## config.mk

```make
export PLATFORM = sky130hd
export DESIGN_NAME = whack_input_handler_flat
export DESIGN_NICKNAME = d
export VERILOG_FILES = /design/src/rtl/whack_input_handler_if.sv /design/src/rtl/whack_input_handler.sv /design/src/flat_wrapper.sv
export SDC_FILE = /design/constraint.sdc
export NUM_CORES = 1
export LEC_CHECK = 0
export CORE_ASPECT_RATIO = 0.7
export CORE_MARGIN = 1.5
export CORE_UTILIZATION = 40
export DETAILED_ROUTE_END_ITERATION = 10
export HOLD_SLACK_MARGIN = 0.12
export PLACE_DENSITY_LB_ADDON = 0.05
export REMOVE_ABC_BUFFERS = 1
export SYNTH_ARGS = -nofsm -noshare
export SYNTH_HDL_FRONTEND = slang
export SYNTH_SLANG_ARGS = --single-unit
```

## constraint.sdc

```tcl
create_clock -name clock_i -period 6.51 [get_ports clock_i]
set_clock_uncertainty 0.2 [all_clocks]
set_input_delay 1.6275 -clock clock_i [delete_from_list [all_inputs] [get_ports clock_i]]
set_output_delay 1.6275 -clock clock_i [all_outputs]
set_load 0.01 [all_outputs]
```

## src/rtl/whack_input_handler_if.sv

```systemverilog
// Signal bundle between the switch bank / mole handler and the scoring block.
// The DUT takes the slave view; the driving environment takes the master view.
interface whack_input_handler_if;
  logic        enable_i;
  logic [15:0] switches_i;
  logic [15:0] moles_i;
  logic        whacked_o;
  logic        missed_o;
  logic [3:0]  hit_index_o;
  logic [15:0] claimed_o;
  logic [7:0]  miss_count_o;

  modport master (
    output enable_i, switches_i, moles_i,
    input  whacked_o, missed_o, hit_index_o, claimed_o, miss_count_o
  );

  modport slave (
    input  enable_i, switches_i, moles_i,
    output whacked_o, missed_o, hit_index_o, claimed_o, miss_count_o
  );
endinterface

```

## src/rtl/whack_input_handler.sv

```systemverilog
// Debounces the switch bank and resolves flips against lit moles into whack/miss pulses.
// Optional saturating miss counter enabled by defining WHACK_MISS_COUNT_EN.
module whack_input_handler #(
  parameter int DEBOUNCE_CYCLES = 250000,
  parameter int N_MOLES         = 16
) (
  input logic                  clock_i,
  input logic                  reset_i,
  whack_input_handler_if.slave bus
);

  localparam int CW = (DEBOUNCE_CYCLES > 1) ? $clog2(DEBOUNCE_CYCLES) : 1;

  typedef enum logic {IDLE, ACTIVE} state_t;

  state_t             state_reg, state_next;
  logic [CW-1:0]      presc_reg;
  logic               tick;
  logic [N_MOLES-1:0] sync1_reg, sync_reg, samp_reg;
  logic [N_MOLES-1:0] deb_reg, deb_next, deb_d_reg;
  logic [N_MOLES-1:0] flip, hits, miss;
  logic [N_MOLES-1:0] claimed_reg, claimed_next;
  logic               whacked_reg, whacked_next;
  logic               missed_reg, missed_next;
  logic [3:0]         hit_index_reg, hit_index_next, lowest_hit;

  assign tick = (presc_reg == CW'(DEBOUNCE_CYCLES - 1));

  // A bit only moves when two consecutive tick samples agree.
  generate
    for (genvar gi = 0; gi < N_MOLES; gi++) begin : g_deb
      assign deb_next[gi] = (tick && (sync_reg[gi] == samp_reg[gi])) ? sync_reg[gi]
                                                                      : deb_reg[gi];
    end
  endgenerate

  always_ff @(posedge clock_i or posedge reset_i) begin
    if (reset_i) begin
      sync1_reg <= '0;
      sync_reg  <= '0;
      presc_reg <= '0;
      samp_reg  <= '0;
      deb_reg   <= '0;
      deb_d_reg <= '0;
    end else begin
      sync1_reg <= bus.switches_i;
      sync_reg  <= sync1_reg;
      presc_reg <= tick ? '0 : presc_reg + CW'(1);
      if (tick) samp_reg <= sync_reg;
      deb_reg   <= deb_next;
      deb_d_reg <= deb_reg;
    end
  end

  assign flip = deb_reg ^ deb_d_reg;
  // Events only resolve while the game is both running and still enabled.
  assign hits = (state_reg == ACTIVE && bus.enable_i) ? (flip & bus.moles_i & ~claimed_reg) : '0;
  assign miss = (state_reg == ACTIVE && bus.enable_i) ? (flip & ~bus.moles_i) : '0;

  always_comb begin
    lowest_hit = '0;
    for (int i = N_MOLES - 1; i >= 0; i--) begin
      if (hits[i]) lowest_hit = 4'(i);
    end
  end

  always_ff @(posedge clock_i or posedge reset_i) begin
    if (reset_i) begin
      state_reg     <= IDLE;
      claimed_reg   <= '0;
      whacked_reg   <= 1'b0;
      missed_reg    <= 1'b0;
      hit_index_reg <= '0;
    end else begin
      state_reg     <= state_next;
      claimed_reg   <= claimed_next;
      whacked_reg   <= whacked_next;
      missed_reg    <= missed_next;
      hit_index_reg <= hit_index_next;
    end
  end

  always_comb begin
    state_next     = state_reg;
    claimed_next   = '0;
    whacked_next   = 1'b0;
    missed_next    = 1'b0;
    hit_index_next = hit_index_reg;
    case (state_reg)
      IDLE: begin
        if (bus.enable_i) state_next = ACTIVE;
      end
      ACTIVE: begin
        if (!bus.enable_i) state_next = IDLE;
        // Masking by moles_i lets an unlit mole drop its claim before any new claim lands.
        claimed_next = (claimed_reg | hits) & bus.moles_i;
        if (|hits) begin
          whacked_next   = 1'b1;
          hit_index_next = lowest_hit;
        end else if (|miss) begin
          missed_next = 1'b1;
        end
      end
      default: state_next = IDLE;
    endcase
  end

  assign bus.whacked_o   = whacked_reg;
  assign bus.missed_o    = missed_reg;
  assign bus.hit_index_o = hit_index_reg;
  assign bus.claimed_o   = claimed_reg;

`ifdef WHACK_MISS_COUNT_EN
  logic [7:0] miss_count_reg;

  always_ff @(posedge clock_i or posedge reset_i) begin
    if (reset_i) begin
      miss_count_reg <= '0;
    end else if (missed_next && (miss_count_reg != 8'hFF)) begin
      miss_count_reg <= miss_count_reg + 8'd1;
    end
  end

  assign bus.miss_count_o = miss_count_reg;
`else
  assign bus.miss_count_o = 8'h00;
`endif

endmodule
```

## src/flat_wrapper.sv

```systemverilog
// flat-port wrapper written by rule: the top's interface ports become plain ports
module whack_input_handler_flat 
#(
  parameter int DEBOUNCE_CYCLES = 250000,
  parameter int N_MOLES         = 16
)
  (clock_i, reset_i, bus_enable_i, bus_switches_i, bus_moles_i, bus_whacked_o, bus_missed_o, bus_hit_index_o, bus_claimed_o, bus_miss_count_o);
  whack_input_handler_if bus_i ();
  input logic clock_i;
  input logic reset_i;
  input wire logic [$bits(bus_i.enable_i)-1:0] bus_enable_i;
  input wire logic [$bits(bus_i.switches_i)-1:0] bus_switches_i;
  input wire logic [$bits(bus_i.moles_i)-1:0] bus_moles_i;
  output wire logic [$bits(bus_i.whacked_o)-1:0] bus_whacked_o;
  output wire logic [$bits(bus_i.missed_o)-1:0] bus_missed_o;
  output wire logic [$bits(bus_i.hit_index_o)-1:0] bus_hit_index_o;
  output wire logic [$bits(bus_i.claimed_o)-1:0] bus_claimed_o;
  output wire logic [$bits(bus_i.miss_count_o)-1:0] bus_miss_count_o;
  assign bus_i.enable_i = bus_enable_i;
  assign bus_i.switches_i = bus_switches_i;
  assign bus_i.moles_i = bus_moles_i;
  assign bus_whacked_o = bus_i.whacked_o;
  assign bus_missed_o = bus_i.missed_o;
  assign bus_hit_index_o = bus_i.hit_index_o;
  assign bus_claimed_o = bus_i.claimed_o;
  assign bus_miss_count_o = bus_i.miss_count_o;
  whack_input_handler #(.DEBOUNCE_CYCLES(DEBOUNCE_CYCLES), .N_MOLES(N_MOLES)) u_core (.clock_i(clock_i), .reset_i(reset_i), .bus(bus_i));
endmodule
```

======== Yosys cells after proc, flatten, opt, wreduce, memory -nomap -nowiden ========
Cells that the tools add are included.
word-level totals
  bits in registers ....................... 121
  bits of input ports ..................... 35
  output and inout bits ................... 30
  word-level logic and storage cells ...... 98
operators by class
  add/subtract/negate cells ............... 1
  equal/unequal tests ..................... 17
  muxes and demuxes ....................... 26
  bitwise gates (word level) .............. 8
  reductions and logical operators ........ 20
operators by type and width
  operator                 count
  $and A16 B16 Y16         4
  $mux W4                  16
  $mux W16                 3
  $not A16 Y16             2
  $reduce_or A16 Y1        2
  $add A18 B1 Y18 const B  1
  $eq A18 B18 Y1 const B   1
  $mux W18                 1
  $logic_and A1 B1 Y1      17
  $eq A1 B1 Y1             16
  $or A16 B16 Y16          1
  $xor A16 B16 Y16         1
  $mux W1                  6
  $reduce_and A2 Y1        1

======== Longest topological paths before layout ========
Gate-level depths: netlist (run 1).
  depth after elaboration ................. 20
  gate-level depth with buffers ........... 8
  gate-level depth less buffers ........... 6

======== Least setup slack after synthesis (run 1) ========
Ideal clock, no wire load.
  kind .................................... in2reg
  from .................................... input bus_enable_i
  to ...................................... register u_core.hit_index_reg[0] (netlist: u_core.bus.hit_index_o[0])
  setup time .............................. 122 ps
  data arrival time ....................... 2880 ps
  required time ........................... 6188 ps
  setup slack ............................. 3308 ps
  stages .................................. 7
  buffers on the path ..................... 2
  cell sequence ........................... buf_4 nand2_4 buf_6 or4b_1 o21bai_1 o211ai_1 a32o_1
on the way
  cells in the longest elaborated chain, start to end .. 18
  elaborated cells on any way between the ends .. 20
  those cells by class .................... 17 x mux; 3 x reduce/logical
ends and longest elaborated chain
  element                  RTL line                   source
  from (decl)              flat_wrapper.sv:11         input wire logic [$bits(bus_i.enable_i)-1:0] bus_enable_i;
  $logic_and A1 B1 Y1 (*)  whack_input_handler.sv:57  assign hits = (state_reg == ACTIVE && bus.enable_i) ? (flip & bus.moles_i & ~claimed_reg) : '0;
  $mux W16 (*)             whack_input_handler.sv:57
  $mux W4 (16 in series)   whack_input_handler.sv:63  if (hits[i]) lowest_hit = 4'(i);
  to (signal assigned)     whack_input_handler.sv:79  hit_index_reg <= hit_index_next;
  to (decl)                whack_input_handler.sv:25  logic [3:0] hit_index_reg, hit_index_next, lowest_hit;
Mark *: on every way between the ends. The rest lies on a longest branch, timed or not.
A chain may end at the register's enable or synchronous reset.

======== Final worst setup path (run 1) ========
Same ends and word-level chain as after synthesis.

==> flow_summary.toml, run 1 <==
[clock_tree]
cts_resized = 0
clockRootBuffer = "clkbuf_16"
cts-buffers-inserted = 17
clk_path_buf_depth = 2
clk_latency_ns = 0.41
cts.sinks = 121
cts_hold_buf = 0
cts_tree = "built"
postCtsSetupRepairBufs = 0
htreeDepth = 4
path_clk_slew_ns = 0.06

[global_route]
gr-usage-all-layers = 0.177
grt_max_degree = 79
grt_pass1_vias = 3158
grt-ovfl-total = 0
antenna_found_initial = 0
grt_pass1_wl_um = 16800

[route]
vias_per_cell = 4.99
drc_errors = 0
wl_met1_um = 5320
firstDrtPassIters = 4
first_iter_violations = 173
via_count = 3290
ant_nets = 0
wl_met3_um = 444
routed-wl-met2_um = 4080
top_layer = "met4"
wl_um = 9960
detail_route.wl_per_cell_um = 15.1

[worst_setup_path]
crit_path_max_incr_delay_ns = 0.96
cp_slowest_cell = "clkdlybuf4s50_1"
critPathRequiredTime_ns = 6.61
path_class = "in -> reg"
r2r_slack_ns = 3.92
startpoint_type = "input pin"
crit_chain = "clkdlybuf4s50_1 -> nand2_4 -> nor4b_2 -> nor4_1 -> and4_1 -> a32o_1"
cp.arrival_ns = 4.14
path_max_fanout = 18
end_kind = "flip-flop"

[status]
status = "complete, no violations"

[floorplanning]
dieArea_um2 = 12800
start_util = 0.413
pin_count = 65
fp.dieW_um = 135
core_region_area_um2 = 11800
rows = 33
die_y_um = 95.2

[logic_synthesis]
synth_xor_area_frac = 0.0576
synth_cell_types = 44
synth_top_family_by_area = "simple AND/OR/NAND/NOR gates"
synth_fa_ha_area_frac = 0.00257
synthArstFlopShare = 1.00
synth_ff_type = "dfrtp_1"
synth_mux_area_frac = 0
netlist_instances = 425
yosysSeqAreaShare = 0.623
ys_ff_latch = 121
synth_top_area_frac = 0.623
synth_edf_count = 0
syn_avg_cell_area_um2 = 11.4
synth_area_um2 = 4860
synth_compound_area_frac = 0.121
synth-simple-area-share = 0.151
ys_warn_count = 0
synth.largest_area_cell = "dfrtp_1"
synthTopCellsByArea = "dfrtp_1 (62%), o21ai_0 (5.0%), xnor2_1 (3.6%)"

[power]
p_switching_mw = 0.381
clockPowerShare = 0.545
ir_drop_mv = 0.182
p_leak_nw = 2.83
pwr-share-comb = 0.030
pwr_density_cell_nw_per_um2 = 292
switching_share = 0.211
pwr-share-seq = 0.424
finalPower_mw = 1.80
internal_power_mw = 1.42

[cells_and_area]
nets = 525
drive_gt1_frac = 0.0996
area_growth_pct = 27.0
final_common_cell = "dfrtp_1"
instances_no_fill = 659
final_util = 0.525
diodes = 0
final_cell_mix = "dfrtp_1 (121), clkdlybuf4s50_1 (56), o21ai_0 (49), nand2_1 (31), a21oi_1 (25)"
fillers = 1029
largest_register_ff_count = 18

[timing]
slew_headroom = 0.241
setup-violations-final = 0
rsz0062_at_grt = "no"
fin_setup_tns_ns = 0
hold_viol = 0
fmax_ghz = 0.248
slew_violations = 0
fin_crit_ns = 4.04
tightest_slew_ns = 1.14
fin_crit_sh = 0.620

[placed_design]
io_buffers = 56
place.gp.congestion = 0.841
dp.cells = 627
dp_hpwl_um = 6770

[job]
drv_cap = 0

[hold_path]
hold_path.class = "reg -> reg"
## cells by family (layout without fill, tap and decap cells)
group / count (synthesis) / in the layout
other: 1 / 8
buffers and inverters: 45 / 115
AND/OR/NAND/NOR: 123 / 123
AO/OA/AOI/OAI: 102 / 102
flip-flops: 121 / 121
XOR/XNOR: 32 / 32
adder cells (fa/ha/maj): 1 / 1
## through the flow
step                      setup slack (ns)  hold slack [ns]  area [um2]
after detailed placement              2.11            0.135        5550
final                                 2.47            0.147        6170
after floorplan                       1.47            0.131        4760
after global placement                2.17            0.133        5550
after global routing                  2.37            0.155        6170
after CTS                             2.55            0.148        6170
## Yosys cell counts (2+ instances only)
cell      number
nand4b_1       4
dfrtp_1      121
o22ai_1        9
and3_1         6
and4_1         4
buf_4          9
and2_1         2
nand4_1        6
nand2_1       31
inv_1         24
a31o_2         3
nor4_1         4
nor4b_1        5
a21oi_1       25
nor2_1        23
nor3_1         6
or2_2          2
buf_2          4
nor4b_2        8
clkbuf_1       6
o21ai_0       49
xor2_1        12
nor2b_1        6
xnor2_1       20
o211a_1        5
o31ai_1        3
nor3b_1        2
o211ai_1       2
nand3_1        9
## worst max-delay path: cells and delay by family
family                 cells  cell delay [ns]
buffers and inverters      1             0.96
AO/OA/AOI/OAI              1             0.21
AND/OR/NAND/NOR            4             1.32
## final cells by class
cell class	instances	area, um2	share of cell area
clock buffers	20	467	0.0756
clock inverters	12	163	0.0263
inverters	24	92.6	0.0150
multi-input cells	266	1650	0.266
flip-flops and latches	121	3030	0.490
well taps	157	196	0.0318
repair buffers	59	583	0.0944
## layer usage
layer,vias up,track usage
li1,1613,-
met1,1598,0.265
met2,71,0.235
met3,8,0.0617
met4,0,0.0618
met5,-,0
## power by group through the flow
stage | Combinational, mW | Clock, mW | Sequential, mW
CTS | 0.0562 | 1.01 | 0.766
detailed placement | 0.0559 | 0 | 0.779
floorplan | 0.0206 | 0 | 0.780
finish | 0.0545 | 0.984 | 0.766
global placement | 0.0556 | 0 | 0.779
global route | 0.0620 | 1.05 | 0.767
## worst paths after layout
kind,from,endpoint,cells after the start
worst min register to register,u_core.sync1_reg[10]$_DFF_PP0_,u_core.sync_reg[10]$_DFF_PP0_,0
worst max register to register,u_core.presc_reg[0]$_DFF_PP0_,u_core.deb_reg[6]$_DFFE_PP0P_,6
min in group asynchronous,reset_i,u_core.sync1_reg[15]$_DFF_PP0_,2
max in group asynchronous,reset_i,u_core.bus.whacked_o$_DFF_PP0_,3
worst max-delay path,bus_enable_i,u_core.bus.hit_index_o[0]$_DFFE_PP0P_,6
worst min-delay path,u_core.sync1_reg[10]$_DFF_PP0_,u_core.sync_reg[10]$_DFF_PP0_,0
Note: power is estimated with default switching activity, not from simulation.
==> run 2: changes to the inputs <==
==> constraint.sdc (replaced) <==
create_clock -name clock_i -period 3.4 [get_ports clock_i]
set_clock_uncertainty 0.2 [all_clocks]
set_input_delay 0.85 -clock clock_i [delete_from_list [all_inputs] [get_ports clock_i]]
set_output_delay 0.85 -clock clock_i [all_outputs]
set_load 0.01 [all_outputs]
==> run 2 against run 1 <==
Global-route usage decreased by 0.41 points; critical endpoint is now u_core.bus.missed_o$_DFF_PP0_; core utilization increased by 0.37 points; worst setup slack got worse by 1.8 ns; critical path type unchanged; clock power increased by 83%; routed wire length increased by 0.30%; via count increased by 1.2%; sequential power increased by 92%.
==> flow_summary.toml, run 2 (same netlist as run 1, synthesis figures left out) <==
[timing]
fin_crit_ns = 2.69
setup-violations-final = 0
rsz0062_at_grt = "no"
hold_viol = 0
whs_ns = 0.146
tightest_slew_ns = 0.604
fin_setup_tns_ns = 0
slew_violations = 0
fmax_ghz = 0.372
fin_crit_sh = 0.791
slew_headroom = 0.596

[worst_setup_path]
cp_num_buf_inv = 2
r2r_slack_ns = 0.89
crit_chain = "clkdlybuf4s50_1 -> buf_4 -> and2_1 -> and3_1 -> nor4_1 -> and4_1 -> and3_1"
reg2regPathDepth = 7
r2r_start = "u_core.presc_reg[0]$_DFF_PP0_"
cp_slowest_cell = "clkdlybuf4s50_1"
crit_path_max_incr_delay_ns = 0.47
crit_cells = 7
path_class = "in -> reg"
cp.arrival_ns = 2.82
crit_path_frequent_cell = "and3_1"
critPathRequiredTime_ns = 3.53
path_max_fanout = 17
crit_family = "simple AND/OR/NAND/NOR gates"
r2r-end = "u_core.deb_reg[4]$_DFFE_PP0P_"
end_kind = "flip-flop"
startpoint_type = "input pin"

[placed_design]
io_buffers = 56
dp_hpwl_um = 6880
place.gp.congestion = 0.867

[cells_and_area]
largest_register_ff_count = 18
drive_gt1_frac = 0.110
area_growth_pct = 27.9
final_cell_mix = "dfrtp_1 (121), clkdlybuf4s50_1 (56), o21ai_0 (49), nand2_1 (31), a21oi_1 (25)"
diodes = 0
final_common_cell = "dfrtp_1"
fillers = 1040
nets = 531

[clock_tree]
cts_resized = 0
cts-buffers-inserted = 17
cts_hold_buf = 0
clk_latency_ns = 0.41
htreeDepth = 4
cts_tree = "built"
clockRootBuffer = "clkbuf_16"
cts.sinks = 121
postCtsSetupRepairBufs = 0
path_clk_slew_ns = 0.06
clk_path_buf_depth = 2

[status]
status = "complete, no violations"

[global_route]
grt_max_degree = 48
grt_pass1_vias = 3242
grt-ovfl-total = 0
grt_pass1_wl_um = 16700
gr-usage-all-layers = 0.173
antenna_found_initial = 0

[route]
first_iter_violations = 260
detail_route.wl_per_cell_um = 15.0
ant_nets = 0
drc_errors = 0
via_count = 3328
vias_per_cell = 5.00
firstDrtPassIters = 4
wl_um = 9990

[hold_path]
hold_path.class = "reg -> reg"
holdPathEnd = "u_core.sync_reg[7]$_DFF_PP0_"
holdPathStages = 0
hold_start = "u_core.sync1_reg[7]$_DFF_PP0_"

[power]
p_leak_nw = 2.86
ir_drop_mv = 0.364
pwr_density_cell_nw_per_um2 = 542

[floorplanning]
die_y_um = 95.2
start_util = 0.413
dieArea_um2 = 12800
core_region_area_um2 = 11800
fp.dieW_um = 135
pin_count = 65
rows = 33

[job]
drv_cap = 0
-- run 2: cell types whose count changed in the layout (fill, tap and decap cells not counted), moves of 2 or more --
cell        delta
clkbuf_8       -2
buf_4          +4
clkinv_4       +5
clkinvlp_4     -2
buf_12         +2
-- run 2: worst max-delay path by stage --
stage,start,end,slack [ns]
floorplan,reset_i,u_core.bus.claimed_o[0]$_DFF_PP0_,-0.86
global placement,bus_enable_i,u_core.bus.missed_o$_DFF_PP0_,0.36
detailed placement,bus_enable_i,u_core.bus.missed_o$_DFF_PP0_,0.34
CTS,bus_enable_i,u_core.bus.missed_o$_DFF_PP0_,0.75
global route,u_core.presc_reg[0]$_DFF_PP0_,u_core.deb_reg[9]$_DFFE_PP0P_,0.51
finish,bus_enable_i,u_core.bus.missed_o$_DFF_PP0_,0.71
-- run 2: power breakdown --
part	total, mW	leakage (nW)	internal (mW)	switching, mW
clock	1.80	0.297	1.12	0.680
sequential	1.47	1.60	1.46	0.00691
combinational	0.110	0.965	0.0484	0.0615
-- run 2: routing by layer --
metal,vias to the layer above,part of all wire,GRT usage
met5,-,0,0
met4,0,0.0084,0.0565
met3,9,0.052,0.0579
met2,79,0.43,0.249
met1,1623,0.51,0.247
li1,1617,-,-
-- run 2: layout make-up --
type	count	area, um2	share of cell area
clock buffers	18	439	0.0706
clock inverters	14	164	0.0264
inverters	24	92.6	0.0149
multi-input cells	266	1650	0.265
flip-flops and latches	121	3030	0.487
well taps	157	196	0.0316
repair buffers	65	653	0.105
-- run 2: through the flow --
stage	instance area, um2	worst slack (ns)	total power, mW	utilization	std cells
finish	6220	0.710	3.37	0.528	665
global route	6220	0.509	3.52	0.528	665
CTS	6220	0.750	3.42	0.528	665
detailed placement	5620	0.342	1.61	0.477	633
global placement	5620	0.362	1.60	0.477	633
floorplan	4760	-0.864	1.53	-	411
==> run 3: changes to the inputs <==
==> constraint.sdc (replaced) <==
create_clock -name clock_i -period 2.27 [get_ports clock_i]
set_clock_uncertainty 0.2 [all_clocks]
set_input_delay 0.5675 -clock clock_i [delete_from_list [all_inputs] [get_ports clock_i]]
set_output_delay 0.5675 -clock clock_i [all_outputs]
set_load 0.01 [all_outputs]
==> run 3 against run 2 <==
Core utilization up 2.7 points; via count up 5.0%; worst setup slack worse by 0.60 ns; flip-flop and latch count unchanged; critical path depth down 6; largest power group unchanged; highest routed layer unchanged.
==> flow_summary.toml, run 3 (same netlist as run 1, synthesis figures left out) <==
[power]
ir_drop_mv = 0.534
pwr-share-seq = 0.430
p_leak_nw = 3.05
finalPower_mw = 5.11
switching_share = 0.218
pwr_density_cell_nw_per_um2 = 781
clockPowerShare = 0.533
internal_power_mw = 4.00
pwr-share-comb = 0.037
p_switching_mw = 1.12

[route]
wl_um = 10500
first_iter_violations = 288
ant_nets = 0
via_count = 3496
firstDrtPassIters = 4
drc_errors = 0
vias_per_cell = 5.01
detail_route.wl_per_cell_um = 15.0

[worst_setup_path]
crit_family = "buffers and inverters"
cp.arrival_ns = 1.40
critPathRequiredTime_ns = 1.50
startpoint_type = "flip-flop"
path_class = "reg -> out"
end_kind = "output pin"
crit_path_max_incr_delay_ns = 0.57
path_max_fanout = 3
r2r_slack_ns = 0.20
cp_slowest_cell = "clkdlybuf4s50_1"
crit_chain = "clkdlybuf4s50_1"
cp_num_buf_inv = 1

[status]
status = "complete, no violations"

[placed_design]
dpl_cell_area_um2 = 5890
dp_slack_ns = -0.434
dp.cells = 665
dp_hpwl_um = 7260
io_buffers = 56
place.gp.congestion = 0.868

[cells_and_area]
largest_register_ff_count = 18
design_area_um2 = 6540
multi_input_area_um2 = 1680
final_cell_mix = "dfrtp_1 (121), clkdlybuf4s50_1 (55), o21ai_0 (49), buf_4 (36), nand2_1 (31)"
final_common_cell = "dfrtp_1"
nets = 564
area_growth_pct = 34.5
fillers = 1022
diodes = 0
instances_no_fill = 698
drive_gt1_frac = 0.166
ff_latch_area_um2 = 3030

[timing]
fin_setup_tns_ns = 0
slew_violations = 0
worst_slack_ns = 0.106
setup-violations-final = 0
tightest_slew_ns = 0.504
fin_crit_sh = 0.953
rsz0062_at_grt = "no"
slew_headroom = 0.662
hold_viol = 0
fmax_ghz = 0.462
fin_crit_ns = 2.16

[clock_tree]
path_clk_slew_ns = 0.06
clk_latency_ns = 0.41
cts.sinks = 121
clk_path_buf_depth = 2
cts_tree = "built"
cts-buffers-inserted = 17
htreeDepth = 4
clockRootBuffer = "clkbuf_16"

[floorplanning]
fp.dieW_um = 135
start_util = 0.413
core_region_area_um2 = 11800
rows = 33
die_y_um = 95.2
pin_count = 65
dieArea_um2 = 12800

[global_route]
antenna_found_initial = 0
grt_pass1_wl_um = 17200
gr-usage-all-layers = 0.180
grt_max_degree = 48
grt-ovfl-total = 0
grt_pass1_vias = 3371

[job]
drv_cap = 0

[hold_path]
hold_path.class = "reg -> reg"
## run 3: area by class of cell
type	count	area share
clock buffer	20	0.0713
clock inverter	12	0.0214
inverter	24	0.0142
multi-input combinational	267	0.257
sequential	121	0.463
tap	157	0.0300
timing repair buffer	97	0.143
## run 3: final timing paths
kind,from,endpoint,cells past startpoint
setup / recovery,u_core.bus.claimed_o[5]$_DFF_PP0_,bus_claimed_o[5],1
max in group asynchronous,reset_i,u_core.bus.claimed_o[7]$_DFF_PP0_,3
hold reg to reg,u_core.sync1_reg[12]$_DFF_PP0_,u_core.sync_reg[12]$_DFF_PP0_,0
hold / removal,u_core.sync1_reg[12]$_DFF_PP0_,u_core.sync_reg[12]$_DFF_PP0_,0
setup reg to reg,u_core.deb_reg[5]$_DFFE_PP0P_,u_core.bus.hit_index_o[1]$_DFFE_PP0P_,7
min in group asynchronous,reset_i,u_core.sync_reg[1]$_DFF_PP0_,2
## run 3: layer usage
layer | GRT usage | part of all wire
met1 | 0.258 | 0.52
met2 | 0.259 | 0.43
met3 | 0.0463 | 0.035
met4 | 0.0735 | 0.013
met5 | 0 | 0
## run 3: metrics by stage
| stage | utilization | hold WS, ns |
|---|---|---|
| 2_1_floorplan | - | 0.131 |
| 3_3_place_gp | 0.501 | 0.132 |
| 3_5_place_dp | 0.501 | 0.135 |
| 4_1_cts | 0.553 | 0.148 |
| 5_1_grt | 0.556 | 0.156 |
| 6_report | 0.556 | 0.146 |
## run 3: power by group through the flow
stage | registers, mW | clock network, mW | logic [mW]
final | 2.20 | 2.72 | 0.190
after global routing | 2.20 | 2.89 | 0.212
after CTS | 2.20 | 2.78 | 0.190
after detailed placement | 2.24 | 0 | 0.189
after global placement | 2.24 | 0 | 0.188
after floorplan | 2.24 | 0 | 0.0592
## run 3: what timing repair did
action / 4_1_cts / 5_1_grt
gates cloned: 0 / 1
buffers inserted: 0 / 0
setup endpoints to repair: 1 / 4
pin swaps: 0 / 1
hold buffers: 0 / 0
resized for setup: 1 / 4
